File: src/rtl/uart_pkg.sv
// uart_pkg: shared UART frame parameters and receiver state encoding
package uart_pkg;
  localparam int UART_DATA_BITS = 8;
  localparam int UART_OVERSAMPLE = 16;
  typedef enum logic [1:0] {IDLE, START, DATA, STOP} rx_state_t;
endpackage

File: src/rtl/sync_2ff.sv
// sync_2ff: two-flop synchroniser for a single asynchronous input
module sync_2ff #(
  parameter logic RST_VAL = 1'b1
) (
  input  logic clk,
  input  logic rst_n,
  input  logic d,
  output logic q
);
  logic meta_q, sync_q;
  always_ff @(posedge clk or negedge rst_n) begin
    if (!rst_n) begin
      meta_q <= RST_VAL;
      sync_q <= RST_VAL;
    end else begin
      meta_q <= d;
      sync_q <= meta_q;
    end
  end
  assign q = sync_q;
endmodule

File: src/rtl/uart_rx.sv
// uart_rx: 8N1 receiver sampling each bit at its centre from a 16x oversampling strobe
module uart_rx
  import uart_pkg::*;
#(
  parameter int DATA_BITS = UART_DATA_BITS,
  parameter int OVERSAMPLE = UART_OVERSAMPLE
) (
  input  logic                 clk_100m,
  input  logic                 rst_n,
  input  logic                 rxclk_en,
  input  logic                 rx,
  input  logic                 rdy_clr,
  output logic [DATA_BITS-1:0] data,
  output logic                 rdy,
  output logic                 frame_err,
  output logic                 overrun
);
  localparam int SW = $clog2(OVERSAMPLE);
  localparam int BW = $clog2(DATA_BITS);
  localparam logic [SW-1:0] CNT_MID = SW'(OVERSAMPLE / 2 - 1);
  localparam logic [SW-1:0] CNT_END = SW'(OVERSAMPLE - 1);
  localparam logic [BW-1:0] BIT_END = BW'(DATA_BITS - 1);

  rx_state_t state_q, state_d;
  logic [SW-1:0] sample_cnt_q, sample_cnt_d;
  logic [BW-1:0] bit_idx_q, bit_idx_d;
  logic [DATA_BITS-1:0] shreg_q, shreg_d, data_q, data_d;
  logic rdy_q, rdy_d, frame_err_q, frame_err_d, overrun_q, overrun_d;
  logic rx_s, good, bad;

  sync_2ff #(.RST_VAL(1'b1)) u_sync (
    .clk  (clk_100m),
    .rst_n(rst_n),
    .d    (rx),
    .q    (rx_s)
  );

  always_comb begin
    state_d = state_q;
    sample_cnt_d = sample_cnt_q;
    bit_idx_d = bit_idx_q;
    shreg_d = shreg_q;
    good = 1'b0;
    bad = 1'b0;
    if (rxclk_en) begin
      case (state_q)
        IDLE: begin
          state_d = rx_s ? IDLE : START;
          sample_cnt_d = '0;
        end
        START: begin
          if (sample_cnt_q == CNT_MID) begin
            state_d = rx_s ? IDLE : DATA;
            sample_cnt_d = '0;
            bit_idx_d = '0;
          end else begin
            sample_cnt_d = sample_cnt_q + 1'b1;
          end
        end
        DATA: begin
          if (sample_cnt_q == CNT_END) begin
            shreg_d[bit_idx_q] = rx_s;
            sample_cnt_d = '0;
            state_d = (bit_idx_q == BIT_END) ? STOP : DATA;
            bit_idx_d = (bit_idx_q == BIT_END) ? bit_idx_q : bit_idx_q + 1'b1;
          end else begin
            sample_cnt_d = sample_cnt_q + 1'b1;
          end
        end
        STOP: begin
          if (sample_cnt_q == CNT_END) begin
            state_d = IDLE;
            sample_cnt_d = '0;
            good = rx_s;
            bad = ~rx_s;
          end else begin
            sample_cnt_d = sample_cnt_q + 1'b1;
          end
        end
        default: state_d = IDLE;
      endcase
    end
    // a completing frame takes priority over a simultaneous clear
    data_d = good ? shreg_q : data_q;
    rdy_d = good | (rdy_q & ~rdy_clr);
    overrun_d = ~rdy_clr & (overrun_q | (good & rdy_q));
    frame_err_d = bad | (frame_err_q & ~rdy_clr);
  end

  always_ff @(posedge clk_100m or negedge rst_n) begin
    if (!rst_n) begin
      state_q <= IDLE;
      sample_cnt_q <= '0;
      bit_idx_q <= '0;
      shreg_q <= '0;
      data_q <= '0;
      rdy_q <= 1'b0;
      frame_err_q <= 1'b0;
      overrun_q <= 1'b0;
    end else begin
      state_q <= state_d;
      sample_cnt_q <= sample_cnt_d;
      bit_idx_q <= bit_idx_d;
      shreg_q <= shreg_d;
      data_q <= data_d;
      rdy_q <= rdy_d;
      frame_err_q <= frame_err_d;
      overrun_q <= overrun_d;
    end
  end

  assign data = data_q;
  assign rdy = rdy_q;
  assign frame_err = frame_err_q;
  assign overrun = overrun_q;
endmodule

File: config.mk
export PLATFORM = sky130hd
export DESIGN_NAME = uart_rx
export DESIGN_NICKNAME = d
export VERILOG_FILES = /design/src/rtl/uart_pkg.sv /design/src/rtl/sync_2ff.sv /design/src/rtl/uart_rx.sv
export SDC_FILE = /design/constraint.sdc
export NUM_CORES = 1
export LEC_CHECK = 0
export ABC_AREA = 0
export BUFFER_PORTS_ARGS = -buffer_cell sky130_fd_sc_hd__buf_2
export CORE_UTILIZATION = 56
export CTS_CLUSTER_SIZE = 16
export DETAILED_ROUTE_END_ITERATION = 8
export HOLD_SLACK_MARGIN = 0.12
export PLACE_DENSITY_LB_ADDON = 0.08
export SYNTH_ARGS = -nofsm -noshare
export SYNTH_HDL_FRONTEND = slang
export SYNTH_SLANG_ARGS = --single-unit
export TNS_END_PERCENT = 5
File: constraint.sdc
create_clock -name clk_100m -period 1.7 [get_ports clk_100m]
set_input_delay 0.17 -clock clk_100m [delete_from_list [all_inputs] [get_ports clk_100m]]
set_output_delay 0.17 -clock clk_100m [all_outputs]
set_load 0.1 [all_outputs]
# --- Word level (Yosys, flattened, before mapping) ---
# Cells that the tools add are included.
totals:
  register_bits: 30
  in_bits: 5
  output_inout_bits: 11
  wordCells: 63
classes:
  add_sub_neg: 2
  n_lt_le_gt_ge: 2
  n_eq_ne: 10
  mux: 23
  n_bitwise: 9
  n_reduce_logical: 7
op_table:
  columns: ["cell", "count"]
  rows:
  - ["4-bit case mux with 3 select lines", 1]
  - ["1-bit two-way mux", 9]
  - ["3-bit two-way mux", 3]
  - ["8-bit bitwise mux", 1]
  - ["2-bit two-way mux", 4]
  - ["4-bit two-way mux", 2]
  - ["2-bit != test (second input constant)", 4]
  - ["2-bit case mux with 4 select lines", 1]
  - ["3-bit case mux with 2 select lines", 1]
  - ["5-bit AND reduction", 1]
  - ["4-bit by 1-bit adder with 4-bit output (second input constant)", 1]
  - ["1-bit bitwise AND", 4]
  - ["2-bit == test (second input constant)", 2]
  - ["4-bit by 3-bit == test with 1-bit output (second input constant)", 1]
  - ["4-bit == test (second input constant)", 1]
  - ["3-bit by 4-bit less-than comparator with 1-bit output (second input constant)", 1]
  - ["4-bit AND reduction", 1]
  - ["3-bit by 1-bit adder with 3-bit output (second input constant)", 1]
  - ["1-bit demux with 3-bit select", 1]
  - ["3-bit == test (second input constant)", 1]
  - ["3-bit by 1-bit >= comparator with 1-bit output (second input constant)", 1]
  - ["1-bit bitwise OR", 3]
  - ["3-bit AND reduction", 1]
  - ["2-bit by 1-bit == test with 1-bit output (second input constant)", 1]
  - ["5 further kinds", 6]

# --- Longest topological paths before layout ---
logic_depth:
  depth_word: 7
  depth_mapped: 5
  mapped_depth_nobuf: 5

# --- By module ---
# Synthesis repeated with hierarchy kept, for this count alone.
hier_totals:
  hier_cells: 122
  area_unflattened_um2: 1446.4
modules_own_cells:
  columns: ["mod", "instances", "cells_each", "area_each_um2", "seq_area_each_um2"]
  rows:
  - ["uart_rx", 1, 120, 1393.8, 700.7]
  - ["sync_2ff", 1, 2, 52.6, 52.6]

# --- Worst setup path before layout ---
# No wires, ideal clock.
synth_path:
  path_type: "reg2reg"
  start: "register sample_cnt_q[0]"
  end: "register shreg_q[5]"
  setup_ns: 0.125
  arrival_ns: 1.449
  required_time_ns: 1.575
  setup_slack_ns: 0.126
  path_stages_with_launch: 6
  n_path_buf: 0
  synth_period_minus_slack_ns: 1.574
  cell_sequence: "dfrtp_1 -> ha_1 -> and4_4 -> nand2_1 -> nor3_2 -> mux2_2"
synth_via:
  elab_chain_cells: 2
synth_lines:
  columns: ["element", "line", "rtl"]
  rows:
  - ["start, declared", "uart_rx.sv:25", "logic [SW-1:0] sample_cnt_q, sample_cnt_d;"]
  - ["start signal, assigned", "uart_rx.sv:102", "sample_cnt_q <= sample_cnt_d;"]
  - ["4-bit == test", "uart_rx.sv:61", "if (sample_cnt_q == CNT_END) begin"]
  - ["3-bit AND reduction (no source line)", null, null]
  - ["end signal, assigned", "uart_rx.sv:104", "shreg_q <= shreg_d;"]
  - ["end, declared", "uart_rx.sv:27", "logic [DATA_BITS-1:0] shreg_q, shreg_d, data_q, data_d;"]
# No other way between the ends.
# A chain may end at the register's enable or synchronous reset.

# --- Worst setup path in the final report ---
layout_path:
  start: "register sample_cnt_q[1]"
  end: "register shreg_q[5]"
# Same word-level chain as after synthesis.

==> run metrics <==
antenna cells=0; antenna viol nets, final=0; Via Count=between 1000 and 1500; period utilisation layout=0.960; aggregate negative setup slack=0 ns; fillcell total=162; simple-gate share of the synthesized area=0.150; Worst slew margin=0.564; register area share after synthesis=0.540; r2r setup slk=0.07 ns; CTS max path bufs=2; First-pass DRT Iterations=4; async set-reset flop share out of synthesis=1.00; EDFF count, synth=0; area grow syn2layout=17.9%; RSZ-0062 raised after global routing=no; Primary FF master, synth=dfrtp_1; die area=0.00269 sq mm; post-synthesis xor/xnor area fraction=0.00628; Worst Path Max Fanout=6; max_cap viols=0; Setup Crit Path Kind=reg2reg; CORE AREA=0.00228 sq mm; Critical Path Start=sample_cnt_q[1]; DRT iter0 DRCs=40; H-Tree Depth=2; #FFs+latches synth=30; die height=a little over 50 microns; Max Slew Vio Count=0; Worst Hold End=sample_cnt_q[0]; r2r endpoint=shreg_q[5]; Final Critical Period=1.63 ns; HP Class=in2reg; Warnings, synthesis=0; VDD IR max=0.000932 V; mux cell area share after synthesis=0.128; Reg-to-Reg Start=sample_cnt_q[1]; clock-pin slew on the worst setup and hold paths=0.09 ns; CTS sink count=30; non-filler instance count after layout=170; post-synthesis adder-cell area fraction=0.0269; FF/Latch Area=754 sq um; startpoint types=flop; Post-route DRC=0; initial core utilization=0.613; placed insts=between 150 and 200; Hold WS=0.179 ns; total track usage=0.244; Synth Area in Compound Gates=0.112; Port Buffers=15; worst-skew pair later-pin latency=~0.33 ns; routability-driven placement congestion ratio=0.813; most common cell after layout, fill and taps aside=dfrtp_1; Fin. Hold Viols=0; Mapped Cells=116; Mapped Area=0.00140 sq mm; drt via density=6.02; NumNets Final=149; PwrDens=1180 mW/mm^2; Worst Skew=0.00631 ns; # rows=17; Required @ worst endpoint=about 1.9 ns; post-synthesis average cell area=around 12 sq um; share of layout cells above drive strength 1=0.394; io pins=16; DP HPWL=1830 microns; outcome=finished, final reports clean; total power=~1.9 mW; Synth cell types=36; crit end category=flop; Post-Route WL=~2600 microns; CTS Buf Count=5; largest family of logic cells by synthesized area=simple AND/OR/NAND/NOR gates; worst hold start=rxclk_en; Finish-stage setup viols=0; crit path DAT=1.86 ns; fmax=0.613 GHz; Hold Path Depth=2; worst-margin pin slew=0.655 ns; most frequent cells in the layout=dfrtp_1 (27), mux2_2 (15), buf_2 (15); via count of the first global-routing pass=between 900 and 1000; Post-Syn Nets=about 120; largest net degree at the start of global routing=31; Leakage=between 0.8 and 0.9 nW; area of the multi-input gates=606 sq um; drt wl/cell=15.3 microns; global-route wire length before repair=4520 microns; Clock Root Buffer=clkbuf_4; chip width=51.9 microns; initial antenna violation count=0; Overflow after GRT=0; FF-to-FF path depth=5; TritonCTS clock tree=done
==> cells by family (layout without fill, tap and decap cells) <==
kind of cell	Yosys count	in the layout
simple gates	32	32
flops	30	30
compound gates	22	22
mux	16	16
buf+inv	12	38
fa+ha+maj	3	3
xor+xnor	1	1
==> repair_timing <==
action / CTS / global route
gates resized for setup: 0 / 4
hold endpoints to repair: 32 / 0
setup endpoints to repair: 0 / 5
setup buffers: 0 / 0
hold buffers: 3 / 0
==> layout make-up <==
| cell class | instances | area share |
|---|---|---|
| clock inverters | 3 | 0.0243 |
| multi-input cells | 74 | 0.368 |
| repair buffers | 24 | 0.0913 |
| inverters | 6 | 0.0137 |
| flip-flops and latches | 30 | 0.459 |
| well taps | 28 | 0.0213 |
| clock buffers | 5 | 0.0228 |
==> per-stage QoR <==
stage               area [sq um]  utilization  setup WS [ns]
floorplan                   1400            -          0.126
global placement            1520        0.668         0.0916
detailed placement          1520        0.668         0.0405
CTS                         1630        0.716         0.0217
global route                1650        0.723        0.00512
finish                      1650        0.723         0.0675
==> per-layer routing <==
metal | track usage | routed length (microns) | up-vias | part of all wire
met2 | 0.370 | 1270 | 38 | 0.49
met5 | 0 | 0 | - | 0
met4 | 0.113 | 82 | 0 | 0.032
met1 | 0.305 | 1080 | 503 | 0.42
li1 | - | - | 472 | -
met3 | 0.0936 | 165 | 10 | 0.063
==> critical path: stages (launching register included) <==
cell,delay [ns]
dfrtp_1,0.40
ha_2,0.25
and4_4,0.26
nand2_1,0.09
nor3_2,0.18
mux2_2,0.35
==> worst max-delay path by stage <==
stage                              end  slack [ns]  cells after the start
after global placement      shreg_q[4]        0.09                      5
final                       shreg_q[5]        0.07                      5
after floorplan             shreg_q[5]        0.13                      5
after CTS                   shreg_q[5]        0.02                      5
after global routing      bit_idx_q[0]       0.005                      5
after detailed placement    shreg_q[5]        0.04                      5
==> where the power goes <==
part / leakage, nW / switching, mW / total (mW) / internal [mW]
Combinational: 0.364 / 0.301 / 0.533 / 0.232
Sequential: 0.394 / 0.0755 / 0.870 / 0.795
Clock: 0.0450 / 0.242 / 0.546 / 0.304
==> state kept, by name, indices dropped and copies added, names as in the netlist, named ones only <==
register,flops
overrun,1
sample_cnt_q,4
rdy,1
state_q,1
u_sync.meta_q,1
u_sync.q,1
shreg_q,8
bit_idx_q,3
frame_err,1
data,8
==> cells in the mapped netlist, types with 2 or more instances <==
library cell | instances | share of area
dfrtp_1 | 28 | 0.50
mux2_2 | 15 | 0.12
inv_1 | 6 | 0.016
buf_2 | 5 | 0.018
nand2_1 | 5 | 0.013
nand3_1 | 5 | 0.018
nor2_1 | 5 | 0.013
a31oi_1 | 4 | 0.018
o21ai_0 | 4 | 0.014
ha_1 | 3 | 0.027
o22ai_1 | 3 | 0.013
o31ai_1 | 3 | 0.016
a22o_1 | 2 | 0.013
and3_1 | 2 | 0.0090
dfstp_2 | 2 | 0.038
nand4_1 | 2 | 0.0090
nor4_1 | 2 | 0.0090
o21a_1 | 2 | 0.011
(Power assumes the default switching activity.)
